==> src/rtl/stopwatch_ctrl.sv <==
// stopwatch_ctrl: control FSM for the stopwatch time counter datapath.
// Turns the raw start/stop and lap/load buttons into counter strobes
// (clear, load, count enable, direction) and generates the count tick.
// All outputs come from registers or registered state, so no input has a
// combinational path to an output.

module stopwatch_ctrl #(
  parameter int TICK_DIV = 500000
) (
  input  logic        clk,
  input  logic        clr,
  input  logic        strtstop,
  input  logic        lap_load,
  input  logic        mode,
  input  logic [19:0] preset,
  input  logic        cnt_zero,
  output logic        cnt_ce,
  output logic        cnt_clr,
  output logic        cnt_load,
  output logic        cnt_up,
  output logic [19:0] cnt_q,
  output logic        lap_hold,
  output logic        running,
  output logic        done
);

  localparam int TW = (TICK_DIV > 2) ? $clog2(TICK_DIV) : 1;
  localparam logic [TW-1:0] TICK_LAST = TW'(TICK_DIV - 1);

  typedef enum logic [2:0] {
    IDLE  = 3'd0,
    LOAD  = 3'd1,
    RUN   = 3'd2,
    LAP   = 3'd3,
    PAUSE = 3'd4,
    DONE  = 3'd5
  } state_t;

  state_t        state;
  state_t        state_nxt;

  // bit 0 carries strtstop, bit 1 carries lap_load
  logic [1:0]    sync1;
  logic [1:0]    sync2;
  logic [1:0]    sync3;
  logic [1:0]    btn_edge;
  logic          ss_edge;
  logic          ll_edge;

  logic [TW-1:0] tick_cnt;
  logic [TW-1:0] tick_nxt;
  logic          ce_nxt;
  logic          clr_nxt;
  logic          zero_hit;
  logic          counting;

  // Two-flop synchroniser plus a history flop for rising-edge detection
  always_ff @(posedge clk) begin
    if (clr) begin
      sync1 <= '0;
      sync2 <= '0;
      sync3 <= '0;
    end else begin
      sync1 <= {lap_load, strtstop};
      sync2 <= sync1;
      sync3 <= sync2;
    end
  end

  assign btn_edge = sync2 & ~sync3;
  assign ss_edge  = btn_edge[0];
  assign ll_edge  = btn_edge[1];

  // A countdown that has reached zero; uses the direction frozen at start
  assign zero_hit = ~cnt_up & cnt_zero;
  assign counting = (state == RUN) || (state == LAP);

  // Next-state selection; start/stop wins over lap/load in the same cycle
  always_comb begin
    state_nxt = state;
    clr_nxt   = 1'b0;
    case (state)
      IDLE: begin
        if (ss_edge) begin
          if (!zero_hit) begin
            state_nxt = RUN;
          end
        end else if (ll_edge) begin
          state_nxt = LOAD;
        end
      end
      LOAD: begin
        state_nxt = IDLE;
      end
      RUN, LAP: begin
        if (zero_hit) begin
          state_nxt = DONE;
        end else if (ss_edge) begin
          state_nxt = PAUSE;
        end else if (ll_edge) begin
          state_nxt = (state == RUN) ? LAP : RUN;
        end
      end
      PAUSE: begin
        if (ss_edge) begin
          state_nxt = RUN;
        end else if (ll_edge) begin
          state_nxt = IDLE;
          clr_nxt   = 1'b1;
        end
      end
      DONE: begin
        if (ll_edge) begin
          state_nxt = IDLE;
          clr_nxt   = 1'b1;
        end
      end
      default: begin
        state_nxt = IDLE;
      end
    endcase
  end

  // Tick phase: advances while counting, holds in PAUSE/DONE, zero in IDLE
  always_comb begin
    tick_nxt = tick_cnt;
    if (state_nxt == IDLE) begin
      tick_nxt = '0;
    end else if (counting) begin
      if (tick_cnt == TICK_LAST) begin
        tick_nxt = '0;
      end else begin
        tick_nxt = tick_cnt + TW'(1);
      end
    end
    ce_nxt = ((state_nxt == RUN) || (state_nxt == LAP)) && (tick_nxt == TICK_LAST);
  end

  // State, tick phase and strobe registers; direction and preset latch only in IDLE
  always_ff @(posedge clk) begin
    if (clr) begin
      state    <= IDLE;
      tick_cnt <= '0;
      cnt_ce   <= 1'b0;
      cnt_clr  <= 1'b1;
      cnt_up   <= 1'b0;
      cnt_q    <= '0;
    end else begin
      state    <= state_nxt;
      tick_cnt <= tick_nxt;
      cnt_ce   <= ce_nxt;
      cnt_clr  <= clr_nxt;
      if (state == IDLE) begin
        cnt_up <= mode;
        cnt_q  <= preset;
      end
    end
  end

  assign cnt_load = (state == LOAD);
  assign running  = counting;
  assign lap_hold = (state == LAP);
  assign done     = (state == DONE);

endmodule

==> config.mk <==
export PLATFORM = sky130hd
export DESIGN_NAME = stopwatch_ctrl
export DESIGN_NICKNAME = d
export VERILOG_FILES = /design/src/rtl/stopwatch_ctrl.sv
export SDC_FILE = /design/constraint.sdc
export NUM_CORES = 1
export LEC_CHECK = 0
export CAP_MARGIN = 40
export CORE_UTILIZATION = 49
export DETAILED_ROUTE_END_ITERATION = 8
export PLACE_DENSITY = 0.79
export SYNTH_ARGS = -nofsm -noshare
export SYNTH_HDL_FRONTEND = slang
export SYNTH_SLANG_ARGS = --single-unit
==> constraint.sdc <==
create_clock -name clk -period 2.92 [get_ports clk]
set_input_delay 0.438 -clock clk [delete_from_list [all_inputs] [get_ports clk]]
set_output_delay 0.438 -clock clk [all_outputs]
set_load 0.02 [all_outputs]
==> reports/metrics.yaml, run 1 <==
clock_latency_ps: 310
die_x_um: 70.2
finalHoldViolCount: 0
ant_nets: 0
die_h_um: 70.2
synthAdderAreaFrac_pct: 0.548
muxShareOfSynthArea_pct: 0
fin_nets: 348
synth-simple-area-share_pct: 31.9
max_stage_delay_ps: 540
critPathRequiredTime_ps: 2480
crit_path_max_fanout: 11
endpoint_kind: "output port"
worstPathCellList: "nand2b_4 -> clkinv_1 -> and2_1 -> clkdlybuf4s50_1"
vias: 2037
antenna_found_initial: 0
drc: 0
synth_largest_area_cell: "dfxtp_1"
ys_ff_latch: 51
drt_wl_total_um: 4990
power.density_nw_per_um2: 462
clock.fmax_ghz: 0.397
grt_pass1_vias: 1885
wire_per_inst_um: 13.3
syn_area_per_cell_um2: 8.27
post-route-period-util_pct: 86.4
critPathSlowestCell: "dfxtp_1"
final_cell_mix: "nand2_1, clkdlybuf4s50_1, dfxtp_1"
drive_gt1_share_pct: 5.90
power.leakage_uw: 0.000996
die-area_um2: 4930
synth_ff_type: "dfxtp_1"
fin_hold_ws_ps: 446
path_clk_slew_ps: 90
rsz0062_at_grt: "false"
area_delta_synth_final_pct: 26.9
setup.worst_path.start: "state[2]"
synth_edf_count: 0
start_util_pct: 51.7
ctsResizeCount: 0
cts_tree: "done"
final_common_cell: "nand2_1"
postCtsHoldBufs: 0
io_pins: 53
fin_worst_skew_ps: 8.55
grt_overflow_total: 0
start_kind: "register"
cts_buffer_depth: 2
finalSetupViolations: 0
reg2reg_slack_ps: 400
globalplace.congestion: 0.917
drtIter0Drc: 132
path_class: "reg2out"
syn_area_um2: 2280
maxSlewHeadroom_pct: 51.9
instances_no_fill: 374
synthXorXnorAreaFrac_pct: 6.14
tns_ps: 0
hpwl_um: 3560
synth_top_family_by_area: "simple AND/OR/NAND/NOR gates"
maxCapViolations: 0
critPathArrivalTime_ps: 2080
slew_viol_final: 0
synth_cells: 276
htree_levels: 2
clock-sinks: 51
vias_per_cell: 5.45
status: "finished clean"
syn_nets: 303
synth_area_leaders: "dfxtp_1, nand2_1, a21oi_1"
rows: 24
r2r-start: "tick_cnt[1]"
yosys_warnings: 0
fin_crit_ps: 2520
grt_use_total_pct: 21.3
synth_cell_types: 46
synth_top_area_share_pct: 44.7
grt_pass1_wl_um: 8480
core_um2: 4410
tightestPinTransition_ps: 722
multiInputGateArea_um2: 1170
io_buffers: 52
dp_cells: 366
cts_made_buffers: 5
synth-seq-area-share_pct: 44.7
min_path_type: "reg2reg"
vdd_drop_max_mv: 0.254
cts-root-buf: "clkbuf_8"
grt_max_degree: 31
placed_cell_area_um2: 2810
synthArstFlopShare_pct: 0
hp-start: "sync1[1]"
ff_latch_area_um2: 1020
n_antenna_cell: 0
n_fill_cell: 379
fin_area_um2: 2900
postCtsSetupRepairBufs: 0
synth_compound_gate_area_share_pct: 12.5
firstDrtPassIters: 4
[final timing paths]
path	to	depth (start not counted)
max reg2reg	cnt_ce	7
max	lap_hold	4
min reg2reg	sync2[1]	1
min	sync2[1]	1
[synthesized netlist by cell type, types with 2 or more instances]
library cell and number:
nand2_1 54, dfxtp_1 51, a21oi_1 27, nor2_1 21
nor2b_1 14, clkbuf_1 12, nor3_1 9, xor2_1 9
nand3_1 7, nand4_1 7, xnor2_1 7, o21ai_0 6
or3_1 4, and2_1 3, inv_1 3, nand3b_1 3
nor4_1 3, buf_6 2, nand2b_1 2, nor3b_1 2
o22ai_1 2, or2_2 2, or4_1 2, or4_4 2
[power breakdown]
| group | switching, uW | leakage [uW] | total (uW) | internal, uW |
|---|---|---|---|---|
| combinational | 92.0 | 0.000536 | 186 | 93.5 |
| clock | 243 | 0.0000418 | 416 | 173 |
| sequential | 15.8 | 0.000418 | 738 | 722 |
[layer usage]
metal,part of all wire (%),track usage [%],vias to the layer above,wire length [um]
met5,0,0,-,0
met4,1.8,7.11,0,92
met3,8.8,8.95,10,437
met2,42,30.2,72,2080
met1,48,29.1,927,2380
li1,-,-,1028,-
[critical path: cells and delay by family, from the launching register on]
kind | cells | cell delay [ps]
buffers and inverters | 2 | 760
and+or+nand+nor | 2 | 490
DFF | 1 | 540
[flip-flops by register name (all words and copies together), names as in the netlist]
| register | count |
|---|---|
| cnt_up | 1 |
| sync1 | 2 |
| cnt_clr | 1 |
| sync2 | 2 |
| cnt_q | 20 |
| sync3 | 2 |
| tick_cnt | 19 |
| state | 3 |
| cnt_ce | 1 |
[final cells by class]
type / instances / share of cell area, %
multi-input cells: 205 / 40.4
clock inverters: 2 / 0.562
clock buffers: 6 / 2.51
well taps: 52 / 2.25
inverters: 4 / 0.518
repair buffers: 54 / 18.5
flip-flops and latches: 51 / 35.2
[cells by family (layout without fill, tap and decap cells)]
| family | Yosys count | in the layout |
|---|---|---|
| AND/OR/NAND/NOR | 143 | 143 |
| flip-flops | 51 | 51 |
| AO/OA/AOI/OAI | 45 | 45 |
| buffers and inverters | 20 | 66 |
| XOR/XNOR | 16 | 16 |
| adder cells (fa/ha/maj) | 1 | 1 |
[per-stage QoR]
step	util, %	setup slack, ps	total power, uW
global placement	63.6	550	937
CTS	65.6	404	1350
detailed placement	63.6	431	940
finish	65.6	398	1340
global route	65.6	150	1400
floorplan	-	656	846
(Power assumes the default switching activity.)
==> run 2: changes to the inputs <==
GPL_ROUTABILITY_DRIVEN = 0   (was unset)
==> reports/metrics.yaml, run 2 (synthesis results as in run 1) <==
clock.fmax_ghz: 0.393  # -0.78%
n_antenna_cell: 0  # unchanged
rr_endpoint: "cnt_ce"
cp_top_family: "buffers and inverters"
cts-root-buf: "clkbuf_8"
finalHoldViolCount: 0  # unchanged
postCtsSetupRepairBufs: 0  # unchanged
critPathSlowestCell: "dfxtp_1"
drive_gt1_share_pct: 6.21  # +0.31 points
ant_nets: 0  # unchanged
maxSlewHeadroom_pct: 52.6  # +0.71 points
instances_no_fill: 374  # unchanged
crit_buf_inv: 2  # unchanged
status: "finished clean"
endpoint_kind: "output port"
largest_reg_flops: 20  # unchanged
critPathArrivalTime_ps: 2100  # +20 ps
rows: 24  # unchanged
start_kind: "register"
r2r-start: "tick_cnt[1]"
final_cell_mix: "nand2_1, clkdlybuf4s50_1, dfxtp_1"
path_clk_slew_ps: 100  # about the same
rsz0062_at_grt: "false"
cts_made_buffers: 5  # unchanged
die_h_um: 70.2  # unchanged
largest-register: "cnt_q"
drc: 0  # unchanged
reg_top3: "cnt_q x20, tick_cnt x19, state x3"
setup.worst_path.start: "state[2]"
clock-sinks: 51  # unchanged
io_pins: 53  # unchanged
fin_worst_skew_ps: 7.39  # -1.16 ps
cts_buffer_depth: 2  # unchanged
reg2reg_slack_ps: 390  # about the same
htree_levels: 2  # unchanged
crit_path_max_fanout: 11  # unchanged
r2r_cells: 7  # unchanged
core_um2: 4410  # unchanged
wire_per_inst_um: 13.6  # +2.0%
drt_wl_total_um: 5080  # +2.0%
postCtsHoldBufs: 0  # unchanged
final_common_cell: "nand2_1"
area_delta_synth_final_pct: 28.3
path_class: "reg2out"
vias_per_cell: 5.39  # -1.1%
tightestPinTransition_ps: 711  # -10.6 ps
antenna_found_initial: 0  # unchanged
dp_cells: 366  # unchanged
fin_crit_ps: 2540  # +19.8 ps
n_fill_cell: 360  # -5.0%
ctsResizeCount: 0  # unchanged
cp-endpoint: "lap_hold"
cts_tree: "done"
start_util_pct: 51.7  # unchanged
grt_max_degree: 31  # unchanged
critPathRequiredTime_ps: 2480  # about the same
power.density_nw_per_um2: 494  # +6.9%
clock_latency_ps: 310  # about the same
path_depth: 4  # unchanged
max_stage_delay_ps: 540  # about the same
drtIter0Drc: 186  # +41%
maxCapViolations: 0  # unchanged
fin_nets: 348  # unchanged
firstDrtPassIters: 4  # unchanged
min_path_type: "reg2reg"
die_x_um: 70.2  # unchanged
hp-start: "sync1[0]"
grt_pass1_wl_um: 8670  # +2.3%
die-area_um2: 4930  # unchanged
tns_ps: 0  # unchanged
vdd_drop_max_mv: 0.372  # +46%
power.leakage_uw: 0.00102  # +2.0%
grt_use_total_pct: 21.8  # +0.45 points
grt_pass1_vias: 1874  # -0.58%
worstPathCellList: "nand2b_4 -> clkinv_1 -> and2_1 -> clkdlybuf4s50_1"
post-route-period-util_pct: 87.0  # +0.68 points
vias: 2015  # -1.1%
grt_overflow_total: 0  # unchanged
finalSetupViolations: 0  # unchanged
io_buffers: 52  # unchanged
hpwl_um: 3580  # +0.54%
slew_viol_final: 0  # unchanged
run 2: report_power, final:
part | leakage (uW) | internal, uW | total, uW | switching, uW
clock | 0.0000618 | 282 | 522 | 240
sequential | 0.000418 | 722 | 738 | 16.1
combinational | 0.000536 | 93.5 | 187 | 93.3
run 2: layer usage:
| metal | part of all wire [%] | routed length (um) | GRT usage (%) | vias up |
|---|---|---|---|---|
| met5 | 0 | 0 | 0 | - |
| met4 | 1.3 | 67 | 6.44 | 0 |
| met3 | 9.7 | 491 | 9.67 | 8 |
| met2 | 43 | 2180 | 32.5 | 70 |
| met1 | 46 | 2350 | 28.3 | 910 |
| li1 | - | - | - | 1027 |
run 2: final cells by class:
| type | count | area (um^2) | area share (%) |
|---|---|---|---|
| flip-flops and latches | 51 | 1020 | 34.9 |
| inverters | 4 | 15.0 | 0.513 |
| multi-input cells | 205 | 1170 | 40.0 |
| repair buffers | 54 | 536 | 18.3 |
| clock buffers | 6 | 82.6 | 2.82 |
| well taps | 52 | 65.1 | 2.22 |
| clock inverters | 2 | 38.8 | 1.32 |
run 2: how the worst min path moves through the flow:
stage | endpoint | cells past startpoint
final | sync2[0] | 1
after global routing | sync2[1] | 1
after CTS | sync2[0] | 1
after detailed placement | sync2[0] | 1
after global placement | sync2[0] | 1
after floorplan | sync2[0] | 1
run 2: through the flow:
stage / area [um^2] / hold slack (ps) / utilization, % / worst slack [ps] / power [uW]
3_5_place_dp: 2810 / 429 / 63.6 / 452 / 940
5_1_grt: 2930 / 461 / 66.4 / 226 / 1500
6_report: 2930 / 448 / 66.4 / 379 / 1450
4_1_cts: 2930 / 452 / 66.4 / 393 / 1460
3_3_place_gp: 2810 / 416 / 63.6 / 551 / 937
2_1_floorplan: 2280 / 414 / - / 656 / 846
